File: src/rtl/mem_access_stage.sv
// MEM pipeline stage: retires ALU ops in one cycle and runs loads/stores over a
// req/gnt + rvalid RAM handshake, with alignment and timeout error reporting.
module mem_access_stage #(
  parameter int MEM_TIMEOUT = 64
) (
  input  logic        clk,
  input  logic        reset,
  input  logic        in_valid,
  input  logic [31:0] in_pc_data,
  input  logic [31:0] in_rs2_data,
  input  logic [4:0]  in_rd_address,
  input  logic [31:0] in_alu_rd_result,
  input  logic        in_reg_write_data_src,
  input  logic        in_reg_wren,
  input  logic        in_ram_wren,
  output logic        stall,
  output logic        mem_req,
  output logic        mem_we,
  output logic [31:0] mem_addr,
  output logic [31:0] mem_wdata,
  input  logic        mem_gnt,
  input  logic        mem_rvalid,
  input  logic [31:0] mem_rdata,
  output logic        out_valid,
  output logic [31:0] pc_data,
  output logic [4:0]  rd_address,
  output logic [31:0] reg_write_data,
  output logic        reg_wren,
  output logic        misaligned_error,
  output logic        timeout_error
);

  localparam int CW = $clog2(MEM_TIMEOUT + 1);

  typedef enum logic [1:0] {IDLE, REQ, WAIT} state_t;

  state_t        state_q, state_d;
  logic [CW-1:0] cnt_q, cnt_d;
  logic          lat_we_q, lat_we_d;
  logic [31:0]   lat_addr_q, lat_addr_d;
  logic [31:0]   lat_wdata_q, lat_wdata_d;
  logic [31:0]   lat_pc_q, lat_pc_d;
  logic [4:0]    lat_rd_q, lat_rd_d;
  logic          lat_wren_q, lat_wren_d;
  logic          out_valid_q, out_valid_d;
  logic [31:0]   pc_q, pc_d;
  logic [4:0]    rd_q, rd_d;
  logic [31:0]   rwd_q, rwd_d;
  logic          reg_wren_q, reg_wren_d;
  logic          mis_err_q, mis_err_d;
  logic          to_err_q, to_err_d;

  logic is_mem_op;
  logic is_misaligned;
  logic timeout_hit;

  assign is_mem_op     = in_valid && (in_ram_wren || in_reg_write_data_src);
  assign is_misaligned = (in_alu_rd_result[1:0] != 2'b00);
  assign timeout_hit   = (cnt_q == CW'(MEM_TIMEOUT - 1));

  always_comb begin
    state_d     = state_q;
    cnt_d       = cnt_q;
    lat_we_d    = lat_we_q;
    lat_addr_d  = lat_addr_q;
    lat_wdata_d = lat_wdata_q;
    lat_pc_d    = lat_pc_q;
    lat_rd_d    = lat_rd_q;
    lat_wren_d  = lat_wren_q;
    out_valid_d = 1'b0;
    pc_d        = pc_q;
    rd_d        = rd_q;
    rwd_d       = rwd_q;
    reg_wren_d  = reg_wren_q;
    mis_err_d   = mis_err_q;
    to_err_d    = to_err_q;
    stall       = 1'b0;

    case (state_q)
      IDLE: begin
        if (in_valid && (!is_mem_op || is_misaligned)) begin
          out_valid_d = 1'b1;
          pc_d        = in_pc_data;
          rd_d        = in_rd_address;
          rwd_d       = in_alu_rd_result;
          reg_wren_d  = is_mem_op ? 1'b0 : in_reg_wren;
          if (is_mem_op) mis_err_d = 1'b1;
        end else if (is_mem_op) begin
          stall       = 1'b1;
          state_d     = REQ;
          cnt_d       = '0;
          lat_we_d    = in_ram_wren;
          lat_addr_d  = in_alu_rd_result;
          lat_wdata_d = in_rs2_data;
          lat_pc_d    = in_pc_data;
          lat_rd_d    = in_rd_address;
          lat_wren_d  = in_reg_wren;
        end
      end
      REQ, WAIT: begin
        stall = 1'b1;
        cnt_d = (cnt_q == CW'(MEM_TIMEOUT)) ? cnt_q : cnt_q + CW'(1);
        // Completion beats timeout; a load grant is not a completion.
        if ((state_q == REQ && mem_gnt && lat_we_q) || (state_q == WAIT && mem_rvalid)) begin
          stall       = 1'b0;
          state_d     = IDLE;
          out_valid_d = 1'b1;
          pc_d        = lat_pc_q;
          rd_d        = lat_rd_q;
          rwd_d       = lat_we_q ? lat_addr_q : mem_rdata;
          reg_wren_d  = lat_we_q ? 1'b0 : lat_wren_q;
        end else if (timeout_hit) begin
          stall       = 1'b0;
          state_d     = IDLE;
          out_valid_d = 1'b1;
          pc_d        = lat_pc_q;
          rd_d        = lat_rd_q;
          rwd_d       = lat_addr_q;
          reg_wren_d  = 1'b0;
          to_err_d    = 1'b1;
        end else if (state_q == REQ && mem_gnt) begin
          state_d = WAIT;
        end
      end
      default: state_d = IDLE;
    endcase
  end

  always_ff @(posedge clk) begin
    if (reset) begin
      state_q     <= IDLE;
      cnt_q       <= '0;
      lat_we_q    <= 1'b0;
      lat_addr_q  <= '0;
      lat_wdata_q <= '0;
      lat_pc_q    <= '0;
      lat_rd_q    <= '0;
      lat_wren_q  <= 1'b0;
      out_valid_q <= 1'b0;
      pc_q        <= '0;
      rd_q        <= '0;
      rwd_q       <= '0;
      reg_wren_q  <= 1'b0;
      mis_err_q   <= 1'b0;
      to_err_q    <= 1'b0;
    end else begin
      state_q     <= state_d;
      cnt_q       <= cnt_d;
      lat_we_q    <= lat_we_d;
      lat_addr_q  <= lat_addr_d;
      lat_wdata_q <= lat_wdata_d;
      lat_pc_q    <= lat_pc_d;
      lat_rd_q    <= lat_rd_d;
      lat_wren_q  <= lat_wren_d;
      out_valid_q <= out_valid_d;
      pc_q        <= pc_d;
      rd_q        <= rd_d;
      rwd_q       <= rwd_d;
      reg_wren_q  <= reg_wren_d;
      mis_err_q   <= mis_err_d;
      to_err_q    <= to_err_d;
    end
  end

  // Request fields come straight from the latch, so they cannot move before the grant.
  assign mem_req          = (state_q == REQ);
  assign mem_we           = (state_q == REQ) && lat_we_q;
  assign mem_addr         = {lat_addr_q[31:2], 2'b00};
  assign mem_wdata        = lat_wdata_q;
  assign out_valid        = out_valid_q;
  assign pc_data          = pc_q;
  assign rd_address       = rd_q;
  assign reg_write_data   = rwd_q;
  assign reg_wren         = reg_wren_q;
  assign misaligned_error = mis_err_q;
  assign timeout_error    = to_err_q;

endmodule

File: config.mk
export PLATFORM = sky130hd
export DESIGN_NAME = mem_access_stage
export DESIGN_NICKNAME = d
export VERILOG_FILES = /design/src/rtl/mem_access_stage.sv
export SDC_FILE = /design/constraint.sdc
export NUM_CORES = 1
export LEC_CHECK = 0
export CAP_MARGIN = 20
export CORE_AREA = 2 2 124 186
export CTS_BUF_LIST = sky130_fd_sc_hd__clkbuf_4 sky130_fd_sc_hd__clkbuf_8 sky130_fd_sc_hd__clkbuf_16
export DETAILED_ROUTE_END_ITERATION = 12
export DIE_AREA = 0 0 126 188
export GPL_TIMING_DRIVEN = 0
export PLACE_DENSITY = 0.79
export RECOVER_POWER = 100
export SETUP_SLACK_MARGIN = 0.02
export SLEW_MARGIN = 20
export SYNTH_ARGS = -nofsm -noshare
export SYNTH_HDL_FRONTEND = slang
export SYNTH_SLANG_ARGS = --single-unit
File: constraint.sdc
create_clock -name clk -period 6.2 [get_ports clk]
set_input_delay 1.55 -clock clk [delete_from_list [all_inputs] [get_ports clk]]
set_output_delay 1.55 -clock clk [all_outputs]
set_load 0.05 [all_outputs]
==> results of run 1 <==
tightest hold or removal path, cell delays in order (launching register included):
cell and delay (ns):
dfxtp_1 0.30, nand2_1 0.05, a21oi_1 0.05
where the power goes:
part	leakage (uW)	switching, uW	internal, uW	total [uW]
clock	0.000257	477	548	1020
sequential	0.00151	35.9	1260	1290
combinational	0.00341	437	278	715
state kept, by name, summed over array words and instances (netlist names), 2 cells and up:
register	flops
lat_pc_q	32
rd_address	5
state_q	2
pc_data	32
lat_rd_q	5
lat_addr_q	32
reg_write_data	32
mem_wdata	32
cnt_q	7
stage by stage:
| stage | hold slack (ns) | cells |
|---|---|---|
| global placement | 0.441 | 1553 |
| detailed placement | 0.446 | 1553 |
| CTS | 0.456 | 1584 |
| global route | 0.469 | 1584 |
| finish | 0.449 | 1584 |
| floorplan | 0.436 | 1000 |
cell type report:
class,count,area share [%]
clock inverters,10,0.575
multi-input cells,701,35.0
plain buffers,108,4.40
repair buffers,277,22.7
well taps,276,2.83
flip-flops and latches,185,30.4
clock buffers,21,3.89
inverters,6,0.185
cells in the final DEF (no fill, tap or decap), types with 32 or more instances in the layout:
cell,instances
nand2b_1,33
mux2_1,35
nor2b_1,40
buf_4,32
nand2_1,213
clkbuf_1,64
nor2_1,78
clkdlybuf4s50_1,139
dfxtp_1,185
mux2i_1,101
dlygate4sd3_1,138
a21oi_1,107
a211o_1,32
per-layer routing:
layer  vias up  GRT usage (%)  part of all wire, %
met5         -              0                    0
met3        65           4.91                  5.3
met4         0           9.64                  3.8
li1       3904              -                    -
met1      3673           23.9                   38
met2       249           40.1                   52
kinds of logic (layout without fill, tap and decap cells):
logic type	after synthesis	in the layout	synth area share (%)
AOI/OAI and AO/OA	159	159	11.1
buffers and inverters	114	422	7.02
other	1	2	0.0430
DFF	185	185	42.5
and+or+nand+nor	395	395	20.3
muxes	139	139	18.2
adders and majority gates	6	6	0.862
path summary, 6_finish.rpt:
path	startpoint	endpoint	depth (start not counted)
hold reg to reg	mem_wdata[6]$_SDFFE_PP0P_	mem_wdata[6]$_SDFFE_PP0P_	2
hold / removal	mem_wdata[6]$_SDFFE_PP0P_	mem_wdata[6]$_SDFFE_PP0P_	2
setup / recovery	in_alu_rd_result[0]	stall	7
setup reg to reg	state_q[0]$_SDFFE_PP0P_	pc_data[29]$_SDFFE_PP0P_	8
==> results.txt, run 1 <==
The flow ran to the end, and the final reports show no timing, DRC or antenna violations. The number of synthesized register bits is 185, and the number of buffers and inverters on the critical path is 4. The total congestion overflow after global routing is 0. For the number of antenna violations at the first check in global routing, the log shows 0. Summing every instance area after synthesis gives 8710 sq um.

The endpoint required time on the critical path came out at 4.65 ns. The wire length of the first global-routing pass was 41,400 microns; the DRC violation total after the first TritonRoute iteration was 304. For the max-slew violation count, the log shows 0. The run gives 183 uV as the maximum VDD drop.

The class of the worst hold path is reg -> reg. The number of setup buffers added after CTS came out at 0. The run gives 0.375 ns as the final critical-path setup slack. After synthesis, the cell types taking the most area are dfxtp_1 (43%), mux2i_1 (12%), nand2_1 (9.2%). The average wire per cell in the routed design is 16.8 microns, and the number of cell rows is 67. Of the cells placed in the final design, the portion with a size suffix greater than 1 is 6.04%. The family with the most delay on the worst path is buffers and inverters.

The filler cell count in the final layout is 2,070. Setup repair after global routing left no endpoint under its margin. By instance count, the cell type seen most on the critical path is clkbuf_1. The number of iterations in the first detailed-routing pass came out at 5. The tools report the aggregate negative setup slack as 0 ns. In this run the horizontal extent of the chip is 126 microns. Highest fanout seen on the critical path: 10. Global routing consumed, over all layers together, 21.9% of the routing resources. The worst setup path is captured at an output port.

The average cell area after synthesis works out to 8.72 sq um. After detailed routing, the number of remaining DRC violations is 0. The final critical-path share of the clock period was 94.0%. The count of cell types in the netlist was 44. The growth of design area from synthesis to finish was 39.9%. The multi-input logic area was 4260 sq um. Counting the buffers created by CTS gives 17. STA classifies the critical path startpoint as an input pin. The worst slack after detailed placement came out at 0.548 ns. Among all flip-flop cells after synthesis, the most frequent one is dfxtp_1. The endpoint arrival time on the critical path came out at 4.28 ns. The largest stage delay on the critical path was 0.86 ns; the areal power density over the cells was 249 nW/um^2. The post-route core utilization was 55.1%.

Entering global routing, the biggest net connects 17 pins. The total inserted antenna cells came out at 0. For the deepest level of the CTS H-tree, the log shows 4. The cell with the largest stage delay on the worst path was clkdlybuf4s50_1. The cell with the most instances after synthesis is nand2_1. The clock drives 185 sinks. Share of synthesized flip-flops with an asynchronous set or reset: 0%. Walking the worst path, the cells encountered are dlygate4sd3_1 -> or2_0 -> or3_1 -> clkbuf_1 -> clkbuf_1 -> a21oi_1 -> clkdlybuf4s50_1.

For the pin with the worst max-slew slack, the measured transition is 1.08 ns. For this run, the top clock speed supported by timing is 0.172 GHz. Starting density of the core: 39.4%.

Leading area contributor after synthesis: dfxtp_1. For the final database, setup skew stands at 0.00637 ns. The cell sitting at the root of the clock tree is a clkbuf_16. The analysis attributes to cell leakage a power of 0.00518 uW.

With fillers left out, the area of the finished cells amounts to 12,200 sq um. Setup-violating endpoint count in the final report: 0. The routed design has 26,600 microns of wire. The count of cells resized by post-cts repair came out at 0. The design draws 3030 uW. The total count of hold-check failures in the final report came out at 0. In this run the cell area measured after placement is 11,800 sq um. Final weighted congestion in routability-driven placement: 0.883. The maximum buffer depth of the clock tree was 2; the routed via count divided by cell count was 4.98. Synthesis produced 999 cells. The net count of the finished layout is 1,443. Reported max-cap violation count: 0. By count the netlist is led by nand2_1 (213), dfxtp_1 (185), a21oi_1 (107).

In this run the count of I/O pins placed on the die edge is 281. TritonCTS built the clock tree. The tools report the full die area as 23,700 sq um. The synthesized design devotes to its leading area cell type 42.5% of total area. The run gives 0 as the count of hold-fix buffers inserted at cts. The critical path in this run is classified as in -> out. The number of global-route vias before repair was 7,904. The clock period minus worst slack came out at 5.83 ns.

The normalized max-slew margin is 27.7%, and the number of synthesized flops with an enable pin is 0. The share of the Yosys chip area taken by registers is 42.5%. The clock-pin transition on the worst setup and hold timing paths came out at 0.06 ns. The total via count in the routed design is 7,891, and the area of all sequential standard cells is 3700 sq um.

Yosys printed 0 warnings. The tools report the standard cell core area as 22,100 sq um. The floorplan step set the die height to 188 microns. The detail route stage leaves a number of antenna-violating nets equal to 0. Across all register-to-register paths, the minimum setup slack is 2.91 ns. The number of buffer cells added on primary ports works out to 277. The latest clock arrival within the worst-skew pair was 0.43 ns; the placed wire-length estimate after detailed placement was 20,000 microns.
(Power assumes the default switching activity.)
==> run 2: changes to the inputs <==
--- a/config.mk
+++ b/config.mk
@@ -12,4 +12,5 @@
 export DIE_AREA = 0 0 126 188
 export GPL_TIMING_DRIVEN = 0
+export HOLD_SLACK_MARGIN = 0.08
 export PLACE_DENSITY = 0.79
 export RECOVER_POWER = 100
==> constraint.sdc (replaced) <==
create_clock -name clk -period 6.2 [get_ports clk]
set_input_delay 1.55 -clock clk [delete_from_list [all_inputs] [get_ports clk]]
set_output_delay 1.55 -clock clk [all_outputs]
set_load 0.02 [all_outputs]
==> run 2 against run 1 <==
Against the previous run:
- sequential share of layout area stayed put
- sequential cell count stayed put
- maximum frequency increased by 2.5%
- total power down 4.6%
- largest power group unchanged
==> results.txt, run 2 (synthesized netlist as in run 1, its figures left out) <==
The total inserted antenna cells was 0 (unchanged); the latest clock arrival within the worst-skew pair was 0.43 ns (about the same). The wire length after detailed routing was 26,600 microns (about the same); the highest fanout seen on the critical path was 10 (unchanged). The CTS buffer count is 17 (unchanged), and the number of global-route vias before repair is 7,904 (unchanged). The boundary pin count is 281 (unchanged). The cell with the largest stage delay on the worst path is dlygate4sd3_1 (was clkdlybuf4s50_1). The tools report the capturing element type of the critical path as an output port (unchanged). The logic depth of the worst register-to-register path came out at 8 (unchanged). Maximum VDD drop: 183 uV (about the same). The tools report the wire length of the first global-routing pass as 41,400 microns (unchanged). The most common cell after layout, fill and taps aside is nand2_1 (unchanged).

The number of antenna violations at the first check in global routing was 0 (unchanged); the vertical die dimension was 188 microns (unchanged). The net count of the finished layout came out at 1,443 (unchanged). The class of the worst hold path is reg -> reg (unchanged).

The tools report the largest net degree at the start of global routing as 17 (unchanged). The tools report the clock root buffer as clkbuf_16 (unchanged). For the worst slack after detailed placement, the log shows 0.747 ns (was 0.548 ns).

The start-to-end type of the worst setup path is in -> out (unchanged). The run gives 0 (unchanged) as the reported max-cap violation count. The end of the worst register-to-register path was pc_data[29]$_SDFFE_PP0P_ (unchanged). The full die area came out at 23,700 sq um (unchanged). The launch instance of the worst register-to-register path was state_q[0]$_SDFFE_PP0P_ (unchanged). The clock-pin transition on the worst setup and hold timing paths was 0.06 ns (about the same). The DRC violation total after the first TritonRoute iteration is 304 (unchanged). The run gives 0 (unchanged) as the total count of hold-check failures in the final report. The flow ran to the end, and the final reports show no timing, DRC or antenna violations. The tools report the final antenna-violating net count as 0 (unchanged). Number of cell rows: 67 (unchanged). The logs give 20,000 microns (unchanged) for the placed wire-length estimate after detailed placement and 0 (unchanged) for the number of setup buffers added after CTS. The aggregate negative setup slack is 0 ns (unchanged). The die boundary width works out to 126 microns (unchanged).

Leading cell types in the layout, fill and taps excluded: nand2_1 (213), dfxtp_1 (185), dlygate4sd3_1 (139), clkdlybuf4s50_1 (138), a21oi_1 (107) (was nand2_1 (213), dfxtp_1 (185), clkdlybuf4s50_1 (139), dlygate4sd3_1 (138), a21oi_1 (107)). Combined global-route utilization of all metal layers: 21.9% (unchanged). The leakage power summed over all cells came out at 0.00518 uW (about the same). The growth of design area from synthesis to finish was 39.9% (unchanged); the average wire per cell in the routed design was 16.8 microns (about the same). The transition at the pin with the smallest max-transition slack is 1.08 ns (unchanged), and the clock period minus worst slack is 5.68 ns (was 5.83 ns).

The setup clock skew after layout is 0.00635 ns (was 0.00637 ns). The largest stage delay on the critical path is 0.73 ns (was 0.86 ns), and the endpoint required time on the critical path is 4.65 ns (about the same). The routed via count divided by cell count was 4.98 (unchanged); the starting density of the core was 39.4% (unchanged).

Endpoint arrival time on the critical path: 4.13 ns (was 4.28 ns). The logs give 5 (unchanged) for the number of iterations in the first detailed-routing pass and 0 (unchanged) for the max-slew violation count. The tools report the launch point of the critical path as in_alu_rd_result[0] (unchanged). The run gives 0 (unchanged) as the total congestion overflow after global routing.

Ordered list of cells on the worst path: dlygate4sd3_1 -> or2_0 -> or3_1 -> clkbuf_1 -> clkbuf_1 -> a21oi_1 -> dlygate4sd3_1 (was dlygate4sd3_1 -> or2_0 -> or3_1 -> clkbuf_1 -> clkbuf_1 -> a21oi_1 -> clkdlybuf4s50_1). The tools report the startpoint type of the worst setup path as an input pin (unchanged). The final critical-path share of the clock period was 91.7% (was 94.0%); the highest clock rate was 0.176 GHz (was 0.172 GHz).

The areal power density over the cells works out to 237 nW/um^2 (was 249 nW/um^2). The count of cells resized by post-cts repair was 0 (unchanged); the count of hold-fix buffers inserted at cts was 0 (unchanged). Family with the most delay on the worst path: buffers and inverters (unchanged).

The final critical-path setup slack was 0.517 ns (was 0.375 ns); the final weighted congestion in routability-driven placement was 0.883 (unchanged). The total stage count of the critical path was 7 (unchanged); the maximum buffer depth of the clock tree was 2 (unchanged). The fraction of layout cells with a size suffix above 1 works out to 6.04% (unchanged). The normalized max-slew margin is 27.7% (unchanged), and the setup-violating endpoint count in the final report is 0 (unchanged). The critical path capture point was stall (unchanged). The number of buffer cells added on primary ports is 277 (unchanged). Setup repair after global routing left no endpoint under its margin.

The setup slack of the worst register-to-register path was 2.91 ns (about the same); the deepest level of the CTS H-tree was 4 (unchanged). The count of unresolved DRC violations after routing was 0 (unchanged). The total via count in the routed design was 7,891 (unchanged); the standard cell core area was 22,100 sq um (unchanged). The number of buffers and inverters on the critical path came out at 4 (unchanged). TritonCTS built the clock tree. The run gives 185 (unchanged) as the total number of clock tree sinks.
-- run 2: final cells by class --
type / count / area, sq um
well taps: 276 / 345
repair buffers: 277 / 2770
plain buffers: 108 / 537
flip-flops and latches: 185 / 3700
clock inverters: 10 / 70.1
fillers: 2070 / 9940
inverters: 6 / 22.5
multi-input cells: 701 / 4260
clock buffers: 21 / 474
-- run 2: power breakdown --
group,internal (uW),switching (uW)
clock network,548,477
logic,279,297
registers,1260,35.9
total,2080,810
-- run 2: layer usage --
layer	global-route usage, %	vias up	share of wire (%)
met5	0	-	0
met4	9.64	0	3.8
met3	4.91	65	5.3
met2	40.1	249	52
met1	23.9	3673	38
li1	-	3904	-
-- run 2: worst min-delay path by stage --
stage                               from                        end  slack (ns)  cells past startpoint
2_1_floorplan   lat_pc_q[0]$_SDFFE_PP0P_   lat_pc_q[0]$_SDFFE_PP0P_        0.44                      2
3_3_place_gp   lat_pc_q[31]$_SDFFE_PP0P_  lat_pc_q[31]$_SDFFE_PP0P_        0.44                      2
3_5_place_dp   lat_pc_q[13]$_SDFFE_PP0P_  lat_pc_q[13]$_SDFFE_PP0P_        0.45                      2
4_1_cts        lat_pc_q[13]$_SDFFE_PP0P_  lat_pc_q[13]$_SDFFE_PP0P_        0.46                      2
5_1_grt        lat_pc_q[17]$_SDFFE_PP0P_  lat_pc_q[17]$_SDFFE_PP0P_        0.47                      2
6_report       mem_wdata[6]$_SDFFE_PP0P_  mem_wdata[6]$_SDFFE_PP0P_        0.45                      2
-- run 2: stage by stage --
stage	utilization [%]	instances	power, uW	hold slack (ns)	cell area (sq um)
after floorplan	-	1000	1660	0.436	8720
after global placement	53.5	1553	1940	0.441	11800
after detailed placement	53.5	1553	1950	0.446	11800
after CTS	55.9	1584	2980	0.456	12400
after global routing	55.1	1584	3010	0.469	12200
final	55.1	1584	2890	0.449	12200
-- run 2: worst register-to-register path, stage by stage (launching register included) --
cell	delay (ns)
dfxtp_1	0.39
inv_1	0.10
ha_1	0.28
clkbuf_1	0.49
and3_1	0.35
a221o_1	0.17
clkbuf_1	0.38
clkbuf_1	0.62
mux2_1	0.40
